===== src/rtl/register_bus_pkg.sv =====
// rtl/register_bus_pkg.sv - shared types and constants for the register bus sequencer
package register_bus_pkg;

  localparam int NUM_REQ = 2;

  typedef enum logic [1:0] {
    ST_IDLE    = 2'd0,
    ST_READ    = 2'd1,
    ST_CAPTURE = 2'd2,
    ST_WRITE   = 2'd3
  } state_t;

endpackage


===== src/rtl/rr_arbiter_2.sv =====
// rtl/rr_arbiter_2.sv - two-way round-robin arbiter
// The pointer names the favoured requester; it moves past a winner only when the grant is taken.
module rr_arbiter_2 (
  input  logic       clock,
  input  logic       reset,
  input  logic [1:0] req,
  input  logic       advance,
  output logic [1:0] grant
);

  logic ptr;

  always_comb begin
    grant = 2'b00;
    if (req[ptr]) begin
      grant[ptr] = 1'b1;
    end else if (req[~ptr]) begin
      grant[~ptr] = 1'b1;
    end
  end

  // A win by requester i hands priority to 1-i, which is exactly grant[0].
  always_ff @(posedge clock) begin
    if (reset) begin
      ptr <= 1'b0;
    end else if (advance && (grant != 2'b00)) begin
      ptr <= grant[0];
    end
  end

endmodule


===== src/rtl/register_bus_sequencer.sv =====
// rtl/register_bus_sequencer.sv - moves one register value to another over a shared bus
// Each move is IDLE -> READ -> CAPTURE -> WRITE, two requesters arbitrated round-robin.
module register_bus_sequencer
  import register_bus_pkg::*;
#(
  parameter  int WORD_SIZE = 8,
  parameter  int NUM_REGS  = 4,
  localparam int IDX_W     = $clog2(NUM_REGS)
) (
  input  logic                          clock,
  input  logic                          reset,
  input  logic [NUM_REQ-1:0]            req_valid,
  input  logic [NUM_REQ*IDX_W-1:0]      req_src,
  input  logic [NUM_REQ*IDX_W-1:0]      req_dst,
  output logic [NUM_REQ-1:0]            req_ready,
  output logic [NUM_REQ-1:0]            done,
  output logic                          busy,
  output logic [NUM_REGS-1:0]           reg_enable,
  output logic [NUM_REGS-1:0]           reg_read,
  output logic [NUM_REGS-1:0]           reg_write,
  input  logic [NUM_REGS*WORD_SIZE-1:0] reg_data_in,
  output logic [WORD_SIZE-1:0]          bus_value
);

  state_t               state;
  state_t               state_next;
  logic [IDX_W-1:0]     src_q;
  logic [IDX_W-1:0]     dst_q;
  logic                 id_q;
  logic [WORD_SIZE-1:0] bus_q;

  logic [NUM_REQ-1:0]   grant;
  logic                 grant_id;
  logic [IDX_W-1:0]     grant_src;
  logic [IDX_W-1:0]     grant_dst;
  logic                 accept;

  rr_arbiter_2 u_arbiter (
    .clock   (clock),
    .reset   (reset),
    .req     (req_valid),
    .advance (accept),
    .grant   (grant)
  );

  assign grant_id  = grant[1];
  assign grant_src = req_src[int'(grant_id)*IDX_W +: IDX_W];
  assign grant_dst = req_dst[int'(grant_id)*IDX_W +: IDX_W];
  assign accept    = (state == ST_IDLE) && (grant != '0) && !reset;

  always_ff @(posedge clock) begin
    if (reset) begin
      state <= ST_IDLE;
    end else begin
      state <= state_next;
    end
  end

  always_ff @(posedge clock) begin
    if (reset) begin
      src_q <= '0;
      dst_q <= '0;
      id_q  <= 1'b0;
    end else if (accept) begin
      src_q <= grant_src;
      dst_q <= grant_dst;
      id_q  <= grant_id;
    end
  end

  // The latch holds the moved word from CAPTURE through WRITE and beyond.
  always_ff @(posedge clock) begin
    if (reset) begin
      bus_q <= '0;
    end else if (state == ST_CAPTURE) begin
      bus_q <= reg_data_in[int'(src_q)*WORD_SIZE +: WORD_SIZE];
    end
  end

  always_comb begin
    state_next = state;
    unique case (state)
      ST_IDLE:    if (accept) state_next = ST_READ;
      ST_READ:    state_next = ST_CAPTURE;
      ST_CAPTURE: state_next = ST_WRITE;
      ST_WRITE:   state_next = ST_IDLE;
      default:    state_next = ST_IDLE;
    endcase
  end

  // Outputs are forced quiet while reset is high so an abandoned move emits nothing.
  always_comb begin
    req_ready  = '0;
    done       = '0;
    reg_enable = '0;
    reg_read   = '0;
    reg_write  = '0;
    if (!reset) begin
      unique case (state)
        ST_IDLE: begin
          req_ready = grant;
        end
        ST_READ: begin
          reg_enable[src_q] = 1'b1;
          reg_read[src_q]   = 1'b1;
        end
        ST_CAPTURE: begin
        end
        ST_WRITE: begin
          reg_enable[dst_q] = 1'b1;
          reg_write[dst_q]  = 1'b1;
          done[id_q]        = 1'b1;
        end
        default: begin
        end
      endcase
    end
  end

  assign busy      = (state != ST_IDLE) && !reset;
  assign bus_value = reset ? '0 : bus_q;

endmodule


===== config.mk =====
export PLATFORM = sky130hd
export DESIGN_NAME = register_bus_sequencer
export DESIGN_NICKNAME = d
export VERILOG_FILES = /design/src/rtl/register_bus_pkg.sv /design/src/rtl/rr_arbiter_2.sv /design/src/rtl/register_bus_sequencer.sv
export SDC_FILE = /design/constraint.sdc
export NUM_CORES = 1
export LEC_CHECK = 0
export BUFFER_PORTS_ARGS = -buffer_cell sky130_fd_sc_hd__buf_2
export CORE_ASPECT_RATIO = 0.75
export CORE_UTILIZATION = 40
export CTS_CLUSTER_SIZE = 12
export DETAILED_ROUTE_END_ITERATION = 12
export GPL_TIMING_DRIVEN = 0
export PLACE_DENSITY = 0.78
export SLEW_MARGIN = 20
export SYNTH_ARGS = -nofsm -noshare
export SYNTH_HDL_FRONTEND = slang
export SYNTH_HIERARCHICAL = 1
export SYNTH_SLANG_ARGS = --single-unit

===== constraint.sdc =====
create_clock -name clock -period 3 [get_ports clock]
set_input_delay 0.3 -clock clock [delete_from_list [all_inputs] [get_ports clock]]
set_output_delay 0.3 -clock clock [all_outputs]
set_load 0.02 [all_outputs]

# Word-level counts from Yosys, hierarchy flattened
# Index checks and enable logic that the tools add are counted.
[totals] ff_bits=16 input_bits=44 output_inout_bits=25 elab_cells=66
[classes] magnitude_cmp=10 eq_ne=4 shifts=3 mux=29 bitwise_logic=1 reduce_logical=13
[ops] operator="32-bit by 6-bit indexed part select with 8-bit output" count=1
[ops] operator="4-bit 2-to-1 mux" count=5
[ops] operator="2-bit 2-to-1 mux" count=7
[ops] operator="1-bit logical AND" count=9
[ops] operator="1-bit 2-to-1 mux" count=9
[ops] operator="8-bit 2-to-1 mux" count=1
[ops] operator="2-bit case mux with 4 select lines" count=1
[ops] operator="4-bit case mux with 2 select lines" count=1
[ops] operator="4-bit by 3-bit indexed part select with 2-bit output" count=2
[ops] operator="1-bit by 2-bit < comparator with 1-bit output (second input constant)" count=3
[ops] operator="2-bit by 3-bit < comparator with 1-bit output (second input constant)" count=2
[ops] operator="1-bit demux with 2-bit select" count=2
[ops] operator="2-bit equality test (second input constant)" count=2
[ops] operator="2-bit by 1-bit greater-or-equal comparator with 1-bit output (second input constant)" count=2
[ops] operator="2-bit nonzero test" count=2
[ops] operator="1-bit demux with 1-bit select" count=3
[ops] operator="1-bit greater-or-equal comparator (second input constant)" count=3
[ops] operator="2-bit by 1-bit equality test with 1-bit output (second input constant)" count=1
[ops] operator="2-bit zero test" count=1
[ops] operator="2-bit by 1-bit inequality test with 1-bit output (second input constant)" count=1
[ops] operator="1-bit zero test" count=1
[ops] operator="1-bit inverter" count=1

# Longest topological paths before layout
# Gate-level depths: netlist of run 1.
[logic_depth] ltp_word=12 depth_mapped=7 depth_no_buf=6

# Hierarchy
# The synthesis of run 1 kept the hierarchy.
[by_module_without_submodules] mod="register_bus_sequencer" n_inst=1 cells_per_inst=135 area_each_um2=1236.2 seq_area_each_um2=300.3
[by_module_without_submodules] mod="rr_arbiter_2" n_inst=1 cells_per_inst=7 area_each_um2=65.1 seq_area_each_um2=20.0

# Worst setup path after synthesis of run 1
# Ideal clock, no wire load.
[synth_path] path_kind="register -> output" from="register state[1]" to="output reg_enable[0]" arrival_ns=1.592 required_time_ns=2.700 path_slack_ns=1.108 stages_incl_launch_ff=6 n_path_buf=0 path_cell_list="dfxtp_1 inv_1 ha_1 nand2b_1 nor3_1 o22a_1"
[synth_via] elab_chain_len=3 word_cells_on_any_way=4 cone_classes="eq/ne (2); mux (2)"
[synth_rtl] element="from (decl)" line="register_bus_sequencer.sv:25" source="state_t state;"
[synth_rtl] element="from (signal assigned)" line="register_bus_sequencer.sv:55" source="state <= state_next;"
[synth_rtl] element="2-bit equality test or 2-bit by 1-bit equality test with 1-bit output (tied branches)" line="register_bus_sequencer.sv:99" source="unique case (state)"
[synth_rtl] element="4-bit case mux with 2 select lines *" line="register_bus_sequencer.sv:99"
[synth_rtl] element="4-bit 2-to-1 mux *" line="register_bus_sequencer.sv:98" source="if (!reset) begin"
[synth_rtl] element="to (decl)" line="register_bus_sequencer.sv:18" source="output logic [NUM_REGS-1:0] reg_enable,"
# Every way passes the cells marked *; elsewhere a longest branch is shown, timed or not.

# Worst setup path in the final report of run 1
[layout_path] from="register state[1]" to="output req_ready[1]"
[layout_via] elab_chain_len=3
[layout_rtl] element="2-bit zero test" line="register_bus_sequencer.sv:99"
[layout_rtl] element="2-bit 2-to-1 mux" line="register_bus_sequencer.sv:99"
[layout_rtl] element="2-bit 2-to-1 mux" line="register_bus_sequencer.sv:98"
[layout_rtl] element="to (decl)" line="register_bus_sequencer.sv:15" source="output logic [NUM_REQ-1:0] req_ready,"
# No other way between the ends.

==> impl_metrics.xml, run 1 <==
<?xml version="1.0" encoding="UTF-8"?>
<metrics>
  <group name="run_status">
    <metric name="status" unit="">complete, no violations</metric>
  </group>
  <group name="floorplanning">
    <metric name="ios" unit="">69</metric>
    <metric name="vertical_extent_of_the_die" unit="um">51.4</metric>
    <metric name="initial_utilization" unit="%">43.1</metric>
    <metric name="floorplan.die_area" unit="um^2">3490</metric>
    <metric name="core_box_area" unit="um^2">3020</metric>
    <metric name="die_w" unit="um">67.9</metric>
    <metric name="std_cell_rows" unit="">17</metric>
  </group>
  <group name="yosys">
    <metric name="yosysWarningCount" unit="">6</metric>
    <metric name="synth_seq_area_share" unit="%">24.6</metric>
    <metric name="synthesis.instances" unit="">142</metric>
    <metric name="synth.avg_cell_area" unit="um^2">9.16</metric>
    <metric name="postSynthRegisterBits" unit="">16</metric>
    <metric name="synth.top_cell.area_share" unit="%">24.6</metric>
    <metric name="post_synth_main_area_contributors" unit="">sky130_fd_sc_hd__dfxtp_1 25%, sky130_fd_sc_hd__nor2_1 6.1%, sky130_fd_sc_hd__a2111oi_2 5.8%, sky130_fd_sc_hd__mux2_4 5.8%, sky130_fd_sc_hd__nand3b_1 5.8%</metric>
    <metric name="synth.net_count" unit="">191</metric>
    <metric name="yosysUniqueCellTypes" unit="">39</metric>
    <metric name="summed_instance_area_of_the_synthesized_netlist" unit="um^2">1300</metric>
    <metric name="yosys.area.top_type" unit="">sky130_fd_sc_hd__dfxtp_1</metric>
  </group>
  <group name="placed_design">
    <metric name="dp_hpwl" unit="um">2530</metric>
    <metric name="buffer_ports.inserted" unit="">68</metric>
    <metric name="dpl-instance-area" unit="um^2">1690</metric>
    <metric name="gp_routability_congestion" unit="">0.763</metric>
  </group>
  <group name="worst_hold_path">
    <metric name="hp-class" unit="">in2reg</metric>
  </group>
  <group name="power_and_ir_drop">
    <metric name="power.share.clock" unit="%">15.4</metric>
    <metric name="pd_cells" unit="nW/um^2">592</metric>
    <metric name="power.combinational.fraction" unit="%">53.2</metric>
    <metric name="report.power.total" unit="mW">1.02</metric>
    <metric name="power.leakage" unit="nW">0.883</metric>
    <metric name="p_seq_share" unit="%">31.4</metric>
    <metric name="peakVddDrop" unit="mV">0.386</metric>
    <metric name="power_switching" unit="mW">0.410</metric>
    <metric name="p_sw_share" unit="%">40.0</metric>
    <metric name="internal-power" unit="mW">0.615</metric>
  </group>
  <group name="setup_path">
    <metric name="endpoint_required_time_on_the_critical_path" unit="ns">2.70</metric>
    <metric name="timing.critical_path.arrival" unit="ns">1.68</metric>
    <metric name="setup.worst_path.start_class" unit="">register</metric>
    <metric name="critPathMaxFanout" unit="">7</metric>
    <metric name="slowest_stage" unit="">sky130_fd_sc_hd__nor2b_1</metric>
    <metric name="path_cells" unit="">inv_1, ha_1, nor2b_1, and2_1, buf_2</metric>
    <metric name="cp_slowest_stage_delay" unit="ns">0.36</metric>
    <metric name="worstSetupEndpointType" unit="">output pin</metric>
    <metric name="critPathBufInv" unit="">2</metric>
    <metric name="timing.critical_path.max_delay_family" unit="">simple AND/OR/NAND/NOR gates</metric>
    <metric name="critPathKind" unit="">reg2out</metric>
  </group>
  <group name="clock_tree">
    <metric name="number_of_clock_sinks" unit="">16</metric>
    <metric name="clkLatencyLatePin" unit="ns">0.25</metric>
    <metric name="clockRootBuffer" unit="">sky130_fd_sc_hd__clkbuf_8</metric>
    <metric name="cts_repair_resize_count" unit="">0</metric>
    <metric name="htreeDepth" unit="">1</metric>
    <metric name="cts_hold_buffers" unit="">0</metric>
    <metric name="post_cts.repair.setup_buffers" unit="">0</metric>
    <metric name="cts_buffer_depth" unit="">2</metric>
    <metric name="clkSlewWorstSetupHoldPaths" unit="ns">0.06</metric>
    <metric name="cts_buffers" unit="">3</metric>
    <metric name="cts_tree" unit="">built</metric>
  </group>
  <group name="timing">
    <metric name="setup_tns" unit="ns">0</metric>
    <metric name="maxSlewHeadroom" unit="%">65.1</metric>
    <metric name="slew_of_the_pin_with_the_lowest_slew_margin" unit="ns">0.524</metric>
    <metric name="rsz0062_at_grt" unit="">no</metric>
    <metric name="finalCriticalPeriod" unit="ns">1.98</metric>
    <metric name="final.setup_skew" unit="ns">0.00185</metric>
    <metric name="report.final.setup_viol" unit="">0</metric>
    <metric name="holdWs" unit="ns">0.275</metric>
    <metric name="final-max-slew-violation-count" unit="">0</metric>
    <metric name="layout_worst_path_cycle_share" unit="%">65.9</metric>
    <metric name="timing_hold_violations_final" unit="">0</metric>
    <metric name="max_clock_freq" unit="MHz">506</metric>
  </group>
  <group name="cells_and_area">
    <metric name="final_layout_fill_cell_count" unit="">279</metric>
    <metric name="post_route_cells_drive_above_1_share" unit="%">47.9</metric>
    <metric name="area_of_combinational_cells_with_multiple_inputs" unit="um^2">866</metric>
    <metric name="num-nets-final" unit="">264</metric>
    <metric name="antenna_cells_inserted" unit="">0</metric>
    <metric name="ff_latch_area" unit="um^2">320</metric>
    <metric name="final_cell_area" unit="um^2">1730</metric>
    <metric name="areaGrowthSynthToFinish" unit="%">33.0</metric>
  </group>
  <group name="drt">
    <metric name="routed-via-count" unit="">1265</metric>
    <metric name="wl_per_cell" unit="um">12.6</metric>
    <metric name="remaining_drc_errors" unit="">0</metric>
    <metric name="final_ant_viol_nets" unit="">0</metric>
    <metric name="avgViaCountPerCell" unit="">5.04</metric>
    <metric name="initialDrtViolationCount" unit="">38</metric>
    <metric name="drt-total-wl" unit="um">3170</metric>
    <metric name="detail_route.first_pass.iterations" unit="">4</metric>
  </group>
  <group name="grt">
    <metric name="wire_length_of_the_first_global_routing_pass" unit="um">4800</metric>
    <metric name="grt_pass1_vias" unit="">1043</metric>
    <metric name="grt_use_total" unit="%">18.8</metric>
    <metric name="grt_max_degree" unit="">11</metric>
    <metric name="globalRouteOverflowTotal" unit="">0</metric>
    <metric name="grt_antenna_before_repair" unit="">0</metric>
  </group>
  <group name="run">
    <metric name="max_capacitance_violation_total" unit="">0</metric>
  </group>
</metrics>
[kinds of logic after synthesis]
logic type,Yosys count,synth area share [%]
adder cells (fa/ha/maj),5,4.81
AND/OR/NAND/NOR,57,25.9
AO/OA/AOI/OAI,34,22.8
multiplexers,13,13.1
buffers and inverters,17,8.85
flip-flops,16,24.6
[registers in the layout, indices dropped and copies added (netlist names)]
register,count
dst_q,2
state,2
src_q,2
bus_q,8
id_q,1
u_arbiter/ptr,1
[cells in the mapped netlist (all sizes together)]
master,instances
nor2,21
dfxtp,16
nand3b,11
nor2b,11
a2111oi,7
inv,7
mux2,7
o21ai,7
a21oi,6
buf,5
clkbuf,5
ha,5
mux2i,5
a211oi,4
and3,3
nor3,3
o22a,3
a21boi,2
and2,2
nand2b,2
nor3b,2
a21bo,1
a22oi,1
a311oi,1
mux4,1
nand2,1
o211ai,1
o41ai,1
or2,1
[per-layer routing]
layer  up-vias  wire (um)  global-route usage, %  part of all wire, %
met5         -          0                      0                    0
met4         0         44                   7.29                  1.4
met3         4        253                   3.35                  8.0
met2        51       1310                   26.1                   41
met1       560       1560                   28.1                   49
li1        650          -                      -                    -
[layout make-up]
class	count	area share (%)
Clock buffer	3	2.39
Inverter	7	1.52
Multi-Input combinational cell	109	50.0
Sequential cell	16	18.5
Timing Repair Buffer	68	19.7
Buffer	10	5.13
Tap cell	38	2.75
[metrics by stage]
stage,util (%),cells,setup WS [ns]
4_1_cts,57.3,251,1.05
6_report,57.3,251,1.02
2_1_floorplan,-,142,1.11
3_5_place_dp,55.9,248,1.33
3_3_place_gp,55.9,248,1.31
5_1_grt,57.3,251,0.901
[power groups by stage]
stage / clock, mW / sequential [mW] / combinational [mW]
after floorplan: 0 / 0.312 / 0.422
after global placement: 0 / 0.322 / 0.536
after detailed placement: 0 / 0.325 / 0.544
after CTS: 0.164 / 0.321 / 0.547
after global routing: 0.173 / 0.331 / 0.597
final: 0.158 / 0.321 / 0.545
[cell usage in the layout, fill, tap and decap left out, drive strengths merged]
cell type  Yosys  final
buf            5     73
nor2          21     21
dfxtp         16     16
nor2b         11     11
nand3b        11     11
clkbuf         5      8
inv            7      7
mux2           7      7
o21ai          7      7
a2111oi        7      7
a21oi          6      6
mux2i          5      5
ha             5      5
a211oi         4      4
o22a           3      3
and3           3      3
nor3           3      3
and2           2      2
nand2b         2      2
a21boi         2      2
nor3b          2      2
or2            1      1
o211ai         1      1
o41ai          1      1
nand2          1      1
a22oi          1      1
mux4           1      1
a311oi         1      1
a21bo          1      1
[final timing paths]
check	from	end	slack (ns)	depth (start not counted)
setup reg to reg	state[1]	u_arbiter/ptr	1.37	6
setup / recovery	state[1]	req_ready[1]	1.02	5
hold / removal	reset	u_arbiter/ptr	0.28	2
hold reg to reg	bus_q[1]	bus_q[1]	0.49	2
(Power assumes the default switching activity.)
==> run 2, diff against run 1 <==
==> constraint.sdc (replaced) <==
create_clock -name clock -period 1.9 [get_ports clock]
set_input_delay 0.19 -clock clock [delete_from_list [all_inputs] [get_ports clock]]
set_output_delay 0.19 -clock clock [all_outputs]
set_load 0.02 [all_outputs]
==> run 2 against run 1 <==
First-iteration DRC count down 18%; sequential share of layout area down 0.053 points; utilization up 0.17 points; final cell count unchanged; clock skew about the same; worst setup slack worse by 0.94 ns; critical endpoint is now reg_enable[0]; highest routed layer unchanged.
==> impl_metrics.xml, run 2 (synthesized netlist as in run 1, its figures left out) <==
<?xml version="1.0" encoding="UTF-8"?>
<metrics>
  <group name="run_status">
    <metric name="status" unit="">complete, no violations</metric>
  </group>
  <group name="setup_path">
    <metric name="setup.worst_path.start_class" unit="">register</metric>
    <metric name="slowest_stage" unit="">sky130_fd_sc_hd__dfxtp_1</metric>
    <metric name="timing.critical_path.arrival" unit="ns">1.62</metric>
    <metric name="reg2reg_slack" unit="ns">0.27</metric>
    <metric name="critPathMaxFanout" unit="">6</metric>
    <metric name="reg2reg_depth" unit="">6</metric>
    <metric name="path_cells" unit="">inv_1, ha_2, nand2b_1, nor3_1, o22a_1, buf_2</metric>
    <metric name="timing.critical_path.max_delay_family" unit="">simple AND/OR/NAND/NOR gates</metric>
    <metric name="timing.rr.end" unit="">u_arbiter/ptr</metric>
    <metric name="critPathKind" unit="">reg2out</metric>
    <metric name="cp_slowest_stage_delay" unit="ns">0.33</metric>
    <metric name="endpoint_required_time_on_the_critical_path" unit="ns">1.71</metric>
    <metric name="crit-reg2reg-launch" unit="">state[0]</metric>
    <metric name="critPathBufInv" unit="">2</metric>
    <metric name="worstSetupEndpointType" unit="">output pin</metric>
  </group>
  <group name="drt">
    <metric name="met3_length" unit="um">206</metric>
    <metric name="avgViaCountPerCell" unit="">5.06</metric>
    <metric name="top_layer_used" unit="">met4</metric>
    <metric name="routed-via-count" unit="">1269</metric>
    <metric name="met1_length" unit="um">1610</metric>
    <metric name="remaining_drc_errors" unit="">0</metric>
    <metric name="initialDrtViolationCount" unit="">31</metric>
    <metric name="final_ant_viol_nets" unit="">0</metric>
    <metric name="drt-total-wl" unit="um">3170</metric>
    <metric name="detail_route.first_pass.iterations" unit="">4</metric>
    <metric name="wl_per_cell" unit="um">12.6</metric>
    <metric name="detailroute.wirelength.met2" unit="um">1320</metric>
  </group>
  <group name="cells_and_area">
    <metric name="final_layout_fill_cell_count" unit="">277</metric>
    <metric name="number_of_flip_flops_under_the_largest_register_name" unit="">8</metric>
    <metric name="areaGrowthSynthToFinish" unit="%">33.4</metric>
    <metric name="mostFrequentLayoutCell" unit="">sky130_fd_sc_hd__buf_2</metric>
    <metric name="post_route_cells_drive_above_1_share" unit="%">48.8</metric>
    <metric name="layout.cells.non_filler" unit="">251</metric>
    <metric name="final_cell_area" unit="um^2">1740</metric>
    <metric name="layout.cells.most_common_list" unit="">70 x sky130_fd_sc_hd__buf_2, 21 x sky130_fd_sc_hd__nor2_1, 16 x sky130_fd_sc_hd__dfxtp_1</metric>
    <metric name="max_flop_register" unit="">bus_q</metric>
    <metric name="num-nets-final" unit="">264</metric>
    <metric name="antenna_cells_inserted" unit="">0</metric>
  </group>
  <group name="clock_tree">
    <metric name="clkSlewWorstSetupHoldPaths" unit="ns">0.06</metric>
    <metric name="number_of_clock_sinks" unit="">16</metric>
    <metric name="post_cts.repair.setup_buffers" unit="">0</metric>
    <metric name="htreeDepth" unit="">1</metric>
    <metric name="cts_buffers" unit="">3</metric>
    <metric name="cts_hold_buffers" unit="">0</metric>
    <metric name="cts_tree" unit="">built</metric>
    <metric name="clockRootBuffer" unit="">sky130_fd_sc_hd__clkbuf_8</metric>
    <metric name="clkLatencyLatePin" unit="ns">0.25</metric>
    <metric name="cts_repair_resize_count" unit="">0</metric>
    <metric name="cts_buffer_depth" unit="">2</metric>
  </group>
  <group name="timing">
    <metric name="holdWs" unit="ns">0.165</metric>
    <metric name="layout_worst_path_cycle_share" unit="%">95.4</metric>
    <metric name="report.final.setup_viol" unit="">0</metric>
    <metric name="setup_tns" unit="ns">0</metric>
    <metric name="finalCriticalPeriod" unit="ns">1.81</metric>
    <metric name="final.setup_skew" unit="ns">0.00218</metric>
    <metric name="slew_of_the_pin_with_the_lowest_slew_margin" unit="ns">0.525</metric>
    <metric name="final-max-slew-violation-count" unit="">0</metric>
    <metric name="max_clock_freq" unit="MHz">552</metric>
    <metric name="rsz0062_at_grt" unit="">no</metric>
    <metric name="timing_hold_violations_final" unit="">0</metric>
    <metric name="maxSlewHeadroom" unit="%">65.0</metric>
  </group>
  <group name="floorplanning">
    <metric name="std_cell_rows" unit="">17</metric>
    <metric name="floorplan.die_area" unit="um^2">3490</metric>
    <metric name="initial_utilization" unit="%">43.1</metric>
    <metric name="vertical_extent_of_the_die" unit="um">51.4</metric>
    <metric name="core_box_area" unit="um^2">3020</metric>
    <metric name="ios" unit="">69</metric>
    <metric name="die_w" unit="um">67.9</metric>
  </group>
  <group name="grt">
    <metric name="grt_antenna_before_repair" unit="">0</metric>
    <metric name="grt_pass1_vias" unit="">1043</metric>
    <metric name="grt_use_total" unit="%">18.8</metric>
    <metric name="grt_max_degree" unit="">11</metric>
    <metric name="globalRouteOverflowTotal" unit="">0</metric>
    <metric name="wire_length_of_the_first_global_routing_pass" unit="um">4800</metric>
  </group>
  <group name="worst_hold_path">
    <metric name="hp-class" unit="">in2reg</metric>
    <metric name="hold_path.startpoint" unit="">reset</metric>
    <metric name="whs_endpoint" unit="">u_arbiter/ptr</metric>
    <metric name="worst_hold_path.num_cells" unit="">2</metric>
  </group>
  <group name="placed_design">
    <metric name="dpl-instance-area" unit="um^2">1690</metric>
    <metric name="dp_hpwl" unit="um">2530</metric>
    <metric name="placed_cells" unit="">248</metric>
    <metric name="buffer_ports.inserted" unit="">68</metric>
    <metric name="gp_routability_congestion" unit="">0.763</metric>
  </group>
  <group name="power_and_ir_drop">
    <metric name="power.leakage" unit="nW">0.883</metric>
    <metric name="pd_cells" unit="nW/um^2">936</metric>
    <metric name="peakVddDrop" unit="mV">0.607</metric>
  </group>
  <group name="run">
    <metric name="max_capacitance_violation_total" unit="">0</metric>
  </group>
</metrics>
==> run 2: changes by cell type in the layout (fill, tap and decap cells not counted) <==
cell / delta
sky130_fd_sc_hd__ha_1: -1
sky130_fd_sc_hd__ha_2: +1
sky130_fd_sc_hd__nor2b_1: -1
sky130_fd_sc_hd__nor2b_2: +1
==> run 2: worst max-delay path by stage <==
stage / start / endpoint / slack [ns] / depth (start not counted)
2_1_floorplan: state[1] / reg_enable[0] / 0.12 / 5
3_3_place_gp: state[1] / u_arbiter/ptr / 0.30 / 6
3_5_place_dp: state[0] / u_arbiter/ptr / 0.29 / 6
4_1_cts: state[0] / req_ready[1] / 0.06 / 5
5_1_grt: state[0] / req_ready[0] / 0.007 / 5
6_report: state[1] / reg_enable[0] / 0.09 / 6
==> run 2: layer usage <==
layer / track usage, % / up-vias
met5: 0 / -
met2: 26.1 / 46
li1: - / 654
met3: 3.35 / 4
met4: 7.29 / 0
met1: 28.1 / 565
==> run 2: stage by stage <==
stage	setup WS, ns	power [mW]	util (%)
floorplan	0.118	1.16	-
global placement	0.299	1.35	55.9
detailed placement	0.292	1.37	55.9
CTS	0.0553	1.63	57.3
global route	0.00694	1.74	57.5
finish	0.0879	1.62	57.5
==> run 2: cell type report <==
cell class | instances | area, um^2 | share of cell area [%]
tap | 38 | 47.5 | 2.74
sequential | 16 | 320 | 18.5
clock buffer | 3 | 41.3 | 2.38
buffer | 10 | 88.8 | 5.12
multi-input combinational | 109 | 871 | 50.2
inverter | 7 | 26.3 | 1.51
timing repair buffer | 68 | 340 | 19.6
==> run 2: power by group <==
part           switching [mW]  leakage, nW  internal [mW]
clock                   0.108       0.0216          0.141
combinational           0.467        0.730          0.400
sequential             0.0740        0.131          0.435
total                   0.649        0.883          0.975
